### src/rtl/msk_pipe.sv
// msk_pipe: masked elastic pipeline register with valid/ready handshake, flush and occupancy
module msk_pipe #(
  parameter int d = 2,
  parameter int count = 1,
  parameter int depth = 2
) (
  input  logic                         clk,
  input  logic                         rst_n,
  input  logic                         flush,
  input  logic [count*d-1:0]           in,
  input  logic                         in_valid,
  output logic                         in_ready,
  output logic [count*d-1:0]           out,
  output logic                         out_valid,
  input  logic                         out_ready,
  output logic [$clog2(depth+1)-1:0]   occ
);
  localparam int w = count*d;
  localparam int ow = $clog2(depth+1);
  logic [depth-1:0] v, v_nx, ld, up;
  logic [depth:0] rdy;
  logic [w-1:0] s [depth];
  logic [w-1:0] ud [depth];
  logic [ow-1:0] cnt;
  // ready chain from the consumer back to stage 0, per-stage load and next valid
  always_comb begin
    rdy[depth] = out_ready & ~flush;
    up[0] = in_valid;
    ud[0] = in;
    for (int k = 1; k < depth; k++) begin
      up[k] = v[k-1];
      ud[k] = s[k-1];
    end
    cnt = '0;
    for (int k = depth-1; k >= 0; k--) begin
      rdy[k] = ~v[k] | rdy[k+1];
      ld[k] = rdy[k] & ~flush & up[k];
      v_nx[k] = flush ? 1'b0 : ld[k] | (v[k] & ~rdy[k]);
      cnt = cnt + ow'(v_nx[k]);
    end
  end
  // stage registers: share bits only move through flops and load muxes
  always_ff @(posedge clk or negedge rst_n)
    if (!rst_n) begin
      v <= '0;
      occ <= '0;
      for (int k = 0; k < depth; k++) s[k] <= '0;
    end else begin
      v <= v_nx;
      occ <= cnt;
      for (int k = 0; k < depth; k++) if (ld[k]) s[k] <= ud[k];
    end
  assign in_ready = rdy[0] & ~flush;
  assign out = s[depth-1];
  assign out_valid = v[depth-1] & ~flush;
endmodule

### config.mk
export PLATFORM = sky130hd
export DESIGN_NAME = msk_pipe
export DESIGN_NICKNAME = d
export VERILOG_FILES = /design/src/rtl/msk_pipe.sv
export SDC_FILE = /design/constraint.sdc
export NUM_CORES = 1
export LEC_CHECK = 0
export ABC_AREA = 1
export BUFFER_PORTS_ARGS = -buffer_cell sky130_fd_sc_hd__buf_2
export CAP_MARGIN = 20
export CORE_AREA = 5 5 42 44
export CTS_BUF_LIST = sky130_fd_sc_hd__clkbuf_2 sky130_fd_sc_hd__clkbuf_4 sky130_fd_sc_hd__clkbuf_8
export CTS_CLUSTER_SIZE = 28
export DETAILED_ROUTE_END_ITERATION = 12
export DIE_AREA = 0 0 47 49
export GPL_ROUTABILITY_DRIVEN = 0
export GPL_TIMING_DRIVEN = 1
export SLEW_MARGIN = 20
export SYNTH_ARGS = -nofsm -noshare
export SYNTH_HDL_FRONTEND = slang
export SYNTH_SLANG_ARGS = --single-unit
### constraint.sdc
create_clock -name clk -period 1.25 [get_ports clk]
set_input_delay 0.25 -clock clk [delete_from_list [all_inputs] [get_ports clk]]
set_output_delay 0.25 -clock clk [all_outputs]
set_load 0.005 [all_outputs]
==> flow_metrics.env, run 1 <==
export IMPL_synth_top_area_share_pct=55.75
export IMPL_ys_seq_area_share_pct=55.75
export IMPL_r2r_slack_ns=0.05
export IMPL_yosys_warnings=0
export IMPL_grt_pass1_wl_mm=1.028
export IMPL_worstHoldPathType="input pin to flop"
export IMPL_postRouteAntennaNets=0
export IMPL_cts_buffers_inserted=3
export IMPL_io_buffers=12
export IMPL_root_buffer="clkbuf_4"
export IMPL_synthCells=35
export IMPL_grt_pass1_vias=245
export IMPL_setup_viol=0
export IMPL_startpoint="v[0]"
export IMPL_num_rows=14
export IMPL_endpoint_kind="output pin"
export IMPL_period_share_pct=97.19
export IMPL_nNetsFinal=63
export IMPL_synth_area_um2=359.1
export IMPL_synth_top_flop_cell="dfrtp_1"
export IMPL_p_per_area_nw_per_um2=1209
export IMPL_viasPerCell=4.159
export IMPL_place_inst=64
export IMPL_groute_usage_overall_pct=6.472
export IMPL_core_area_um2=1401
export IMPL_grt_setup_unrepaired="yes"
export IMPL_maxCapViolations=0
export IMPL_synthArstFlopShare_pct=100.0
export IMPL_initialDrtViolationCount=1
export IMPL_worst_pin_slew_ns=0.2005
export IMPL_ff2ff_path_depth=4
export IMPL_status="completed"
export IMPL_ys_ff_latch=8
export IMPL_path_clk_slew_ns=0.05
export IMPL_cts_sinks=8
export IMPL_drive_gt1_share_pct=47.17
export IMPL_overflow=0
export IMPL_place_ws_ns=0.006296
export IMPL_r2r_start="v[0]"
export IMPL_io_pins=13
export IMPL_grt_antenna_before_repair=0
export IMPL_drt_total_wl_um=671
export IMPL_cts_buffer_depth=2
export IMPL_fp_dieH_um=49
export IMPL_diodes=0
export IMPL_ir_worst_vdd_mv=0.7461
export IMPL_max_freq_mhz=823.1
export IMPL_wl_per_cell_um=9.725
export IMPL_synth_edff_count=0
export IMPL_arrival_ns=0.96
export IMPL_yosys_area_top_type="dfrtp_1"
export IMPL_critPathMaxStageDelay_ns=0.41
export IMPL_synth_area_per_cell_um2=10.26
export IMPL_syn_nets=43
export IMPL_reg2reg_to="occ[0]"
export IMPL_crit_chain="a31oi_1 -> buf_2"
export IMPL_period_minus_slack_ns=1.215
export IMPL_worst_path_max_delay_cell="dfrtp_1"
export IMPL_finalHoldViolations=0
export IMPL_worst_path_buf_inv=1
export IMPL_cts_tree="done"
export IMPL_relSlewSlack_pct=86.63
export IMPL_utilization_pct=34.73
export IMPL_fin_skew_ns=0.002491
export IMPL_drv_slew=0
export IMPL_synth_area_leaders="dfrtp_1, nand3_2, nand2_1"
export IMPL_cp_depth=2
export IMPL_syn2layout_area_growth_pct=35.54
export IMPL_grt_max_degree=9
export IMPL_fin_ws_ns=0.03515
export IMPL_yosysUniqueCellTypes=14
export IMPL_critPathRequiredTime_ns=1.00
export IMPL_htree_levels=1
export IMPL_vias=287
export IMPL_leakagePower_nw=0.2664
export IMPL_synth_common_cells="dfrtp_1, nand2_1, inv_1, nand3_2"
export IMPL_cp_max_fo=3
export IMPL_dieWidth_um=47
export IMPL_stdcell_count=69
export IMPL_criticalPathCategory="flop to output pin"
export IMPL_drt_pass1_iter_count=4
export IMPL_critPathCapture="in_ready"
export IMPL_die_area_um2=2303
export IMPL_synth_most_common_cell="dfrtp_1"
export IMPL_drc=0
export IMPL_startpoint_type="flop"
export IMPL_dp_hpwl_um=547.9
export IMPL_start_util_pct=25.62
export IMPL_crit_family="flip-flops"
export IMPL_worstSkewPairLatency_ns=0.25
[layout make-up]
cell class              instances  area (um2)
fillers                       161       914.6
flip-flops and latches          8       200.2
multi-input cells              20       125.1
repair buffers                 17       100.1
clock buffers                   3       22.52
well taps                      16       20.02
inverters                       5       18.77
[worst reg2reg max path, cell delays in order, from the launching register on]
cell and delay, ns:
dfrtp_1 0.39, buf_4 0.13, nand3_2 0.10, a21oi_1 0.20
ha_1 0.26
[state kept, by name (all words and copies together), names as in the netlist]
| register | cells |
|---|---|
| v | 2 |
| occ | 2 |
| s | 2 |
| out | 2 |
[per-stage QoR]
stage / power (W) / cell area (um2) / setup TNS, ns / hold slack (ns)
floorplan: 0.0003646 / 359.1 / 0 / -0.04559
global placement: 0.0003969 / 446.7 / 0 / 0.1006
detailed placement: 0.0003995 / 446.7 / 0 / 0.1031
CTS: 0.0005996 / 479.2 / 0 / 0.2487
global route: 0.0006352 / 486.7 / -0.03916 / 0.2524
finish: 0.0005885 / 486.7 / 0 / 0.2555
[worst min path at each step]
stage,end,slack [ns],start,cells after the start
3_3_place_gp,v[0],0.10,rst_n,1
6_report,s[3],0.26,in[1],3
4_1_cts,s[3],0.25,in[1],3
3_5_place_dp,v[1],0.10,rst_n,1
2_1_floorplan,occ[0],-0.05,rst_n,0
5_1_grt,s[3],0.25,in[1],3
[repair_timing]
| action | 4_1_cts | 5_1_grt |
|---|---|---|
| endpoints found under the hold margin | 8 | 0 |
| setup endpoints to repair | 1 | 1 |
| pin swaps | 1 | 1 |
| gates resized for setup | 0 | 0 |
| buffers inserted | 0 | 1 |
| hold buffers | 1 | 0 |
[cells by family (layout without fill, tap and decap cells)]
kind of cell | Yosys count | after routing | share of synthesized area, %
fa+ha+maj | 1 | 1 | 3.484
simple gates | 14 | 14 | 24.04
flops | 8 | 8 | 55.75
compound gates | 5 | 5 | 7.318
buf+inv | 7 | 25 | 9.404
[cell usage in the layout, fill, tap and decap left out, drive strengths merged]
master       instances
a21oi                2
a31oi                1
buf                 16
clkbuf               3
dfrtp                8
dlygate4sd3          1
ha                   1
inv                  5
nand2                8
nand3                3
nand4                2
nor2                 1
o21ai                2
[where the power goes]
group / total, W / internal (W) / switching, W / leakage, nW
combinational: 0.0000943 / 0.0000477 / 0.0000465 / 0.149
sequential: 0.000302 / 0.000288 / 0.0000146 / 0.103
clock: 0.000192 / 0.000109 / 0.0000823 / 0.0138
total: 0.000588 / 0.000445 / 0.000143 / 0.266
[metal layers]
layer / vias to the layer above / wire, um / global-route usage (%)
li1: 149 / - / -
met1: 122 / 263 / 8.163
met2: 16 / 289 / 7.466
met3: 0 / 118 / 7.011
met4: 0 / 0 / 1.382
met5: - / 0 / 0
Power figures use the tool's default switching activity.
==> run 2, diff against run 1 <==
==> constraint.sdc (replaced) <==
create_clock -name clk -period 1.25 [get_ports clk]
set_input_delay 0.125 -clock clk [delete_from_list [all_inputs] [get_ports clk]]
set_output_delay 0.125 -clock clk [all_outputs]
set_load 0.005 [all_outputs]
==> flow_metrics.env, run 2 (synthesis gave the netlist of run 1 again) <==
export IMPL_drc=0
export IMPL_grt_setup_unrepaired="no"
export IMPL_criticalPathCategory="flop to flop"
export IMPL_grt_pass1_wl_mm=1.207
export IMPL_worstHoldPathType="input pin to flop"
export IMPL_worst_pin_slew_ns=0.1824
export IMPL_relSlewSlack_pct=87.84
export IMPL_drt_total_wl_um=720
export IMPL_viasPerCell=4.303
export IMPL_wl_per_cell_um=10.91
export IMPL_vias=284
export IMPL_critPathRequiredTime_ns=1.39
export IMPL_startpoint_type="flop"
export IMPL_arrival_ns=1.28
export IMPL_io_buffers=12
export IMPL_p_total_w=0.0005917
export IMPL_maxCapViolations=0
export IMPL_fp_dieH_um=49
export IMPL_grt_pass1_vias=295
export IMPL_worstSkewPairLatency_ns=0.26
export IMPL_dieWidth_um=47
export IMPL_io_pins=13
export IMPL_layout_common_cells="buf_2, dfrtp_1, nand2_1"
export IMPL_postRouteAntennaNets=0
export IMPL_worst_path_max_delay_cell="dfrtp_1"
export IMPL_grt_antenna_before_repair=0
export IMPL_r2r_slack_ns=0.11
export IMPL_drv_slew=0
export IMPL_ir_worst_vdd_mv=0.4911
export IMPL_finalHoldViolations=0
export IMPL_critPathMaxStageDelay_ns=0.42
export IMPL_drive_gt1_share_pct=44.00
export IMPL_endpoint_kind="flop"
export IMPL_core_area_um2=1401
export IMPL_drt_pass1_iter_count=2
export IMPL_leakagePower_nw=0.2517
export IMPL_initialDrtViolationCount=1
export IMPL_overflow=0
export IMPL_cts_buffers_inserted=3
export IMPL_path_clk_slew_ns=0.06
export IMPL_cts_sinks=8
export IMPL_tns_ns=0
export IMPL_mostFrequentLayoutCell="buf_2"
export IMPL_syn2layout_area_growth_pct=29.27
export IMPL_start_util_pct=25.62
export IMPL_cts_setup_buffers=0
export IMPL_setup_viol=0
export IMPL_period_share_pct=91.14
export IMPL_root_buffer="clkbuf_4"
export IMPL_n_fill_cell=152
export IMPL_groute_usage_overall_pct=7.747
export IMPL_status="completed"
export IMPL_fin_skew_ns=0.004146
export IMPL_max_freq_mhz=877.8
export IMPL_die_area_um2=2303
export IMPL_period_minus_slack_ns=1.139
export IMPL_worst_path_buf_inv=0
export IMPL_htree_levels=1
export IMPL_cp_max_fo=4
export IMPL_p_per_area_nw_per_um2=1275
export IMPL_cts_tree="done"
export IMPL_grt_max_degree=9
export IMPL_num_rows=14
export IMPL_crit_chain="nand2_2 -> nand3_2 -> a21oi_1 -> ha_1"
export IMPL_cts_buffer_depth=2
export IMPL_crit_family="flip-flops"
export IMPL_nNetsFinal=60
export IMPL_diodes=0
## run 2: per-layer routing
| metal | up-vias | track usage [%] | part of all wire, % |
|---|---|---|---|
| li1 | 143 | - | - |
| met1 | 124 | 9.276 | 43 |
| met2 | 14 | 9.729 | 44 |
| met3 | 3 | 2.583 | 8.5 |
| met4 | 0 | 8.295 | 3.9 |
| met5 | - | 0 | 0 |
## run 2: timing repair
action | in CTS | in global routing
resized for setup | 0 | 0
hold buffers | 1 | 0
hold endpoints to repair | 8 | 0
## run 2: metrics by stage
stage,instance area (um2),worst slack [ns],std cells,hold WS (ns),util [%]
finish,464.2,0.1107,66,0.1108,33.13
global route,464.2,0.02343,66,0.1214,33.13
CTS,464.2,0.1085,66,0.1058,33.13
detailed placement,431.7,0.09915,62,-0.02358,30.80
global placement,431.7,0.1108,62,-0.02265,30.80
floorplan,359.1,0.1525,35,-0.1706,-
## run 2: final timing paths
kind | startpoint | end | depth (start not counted)
setup / recovery | v[1] | occ[0] | 4
hold / removal | flush | v[1] | 2
setup reg to reg | v[1] | occ[0] | 4
hold reg to reg | s[2] | s[2] | 2
max in group asynchronous | rst_n | s[2] | 2
min in group asynchronous | rst_n | occ[0] | 2
## run 2: worst register-to-register path, cell delays in order, from the launching register on
cell and delay (ns):
dfrtp_1 0.42, nand2_2 0.10, nand3_2 0.07, a21oi_1 0.18, ha_1 0.26
## run 2: where the power goes
group	internal [W]	switching, W
Clock	0.000110	0.0000913
Combinational	0.0000417	0.0000456
Sequential	0.000288	0.0000152
Total	0.000440	0.000152
## run 2: final cells by class
| type | instances | area (um2) | share of cell area [%] |
|---|---|---|---|
| Clock buffer | 3 | 22.52 | 4.852 |
| Inverter | 5 | 18.77 | 4.043 |
| Multi-Input combinational cell | 20 | 125.1 | 26.95 |
| Sequential cell | 8 | 200.2 | 43.13 |
| Tap cell | 16 | 20.02 | 4.313 |
| Timing Repair Buffer | 14 | 77.57 | 16.71 |
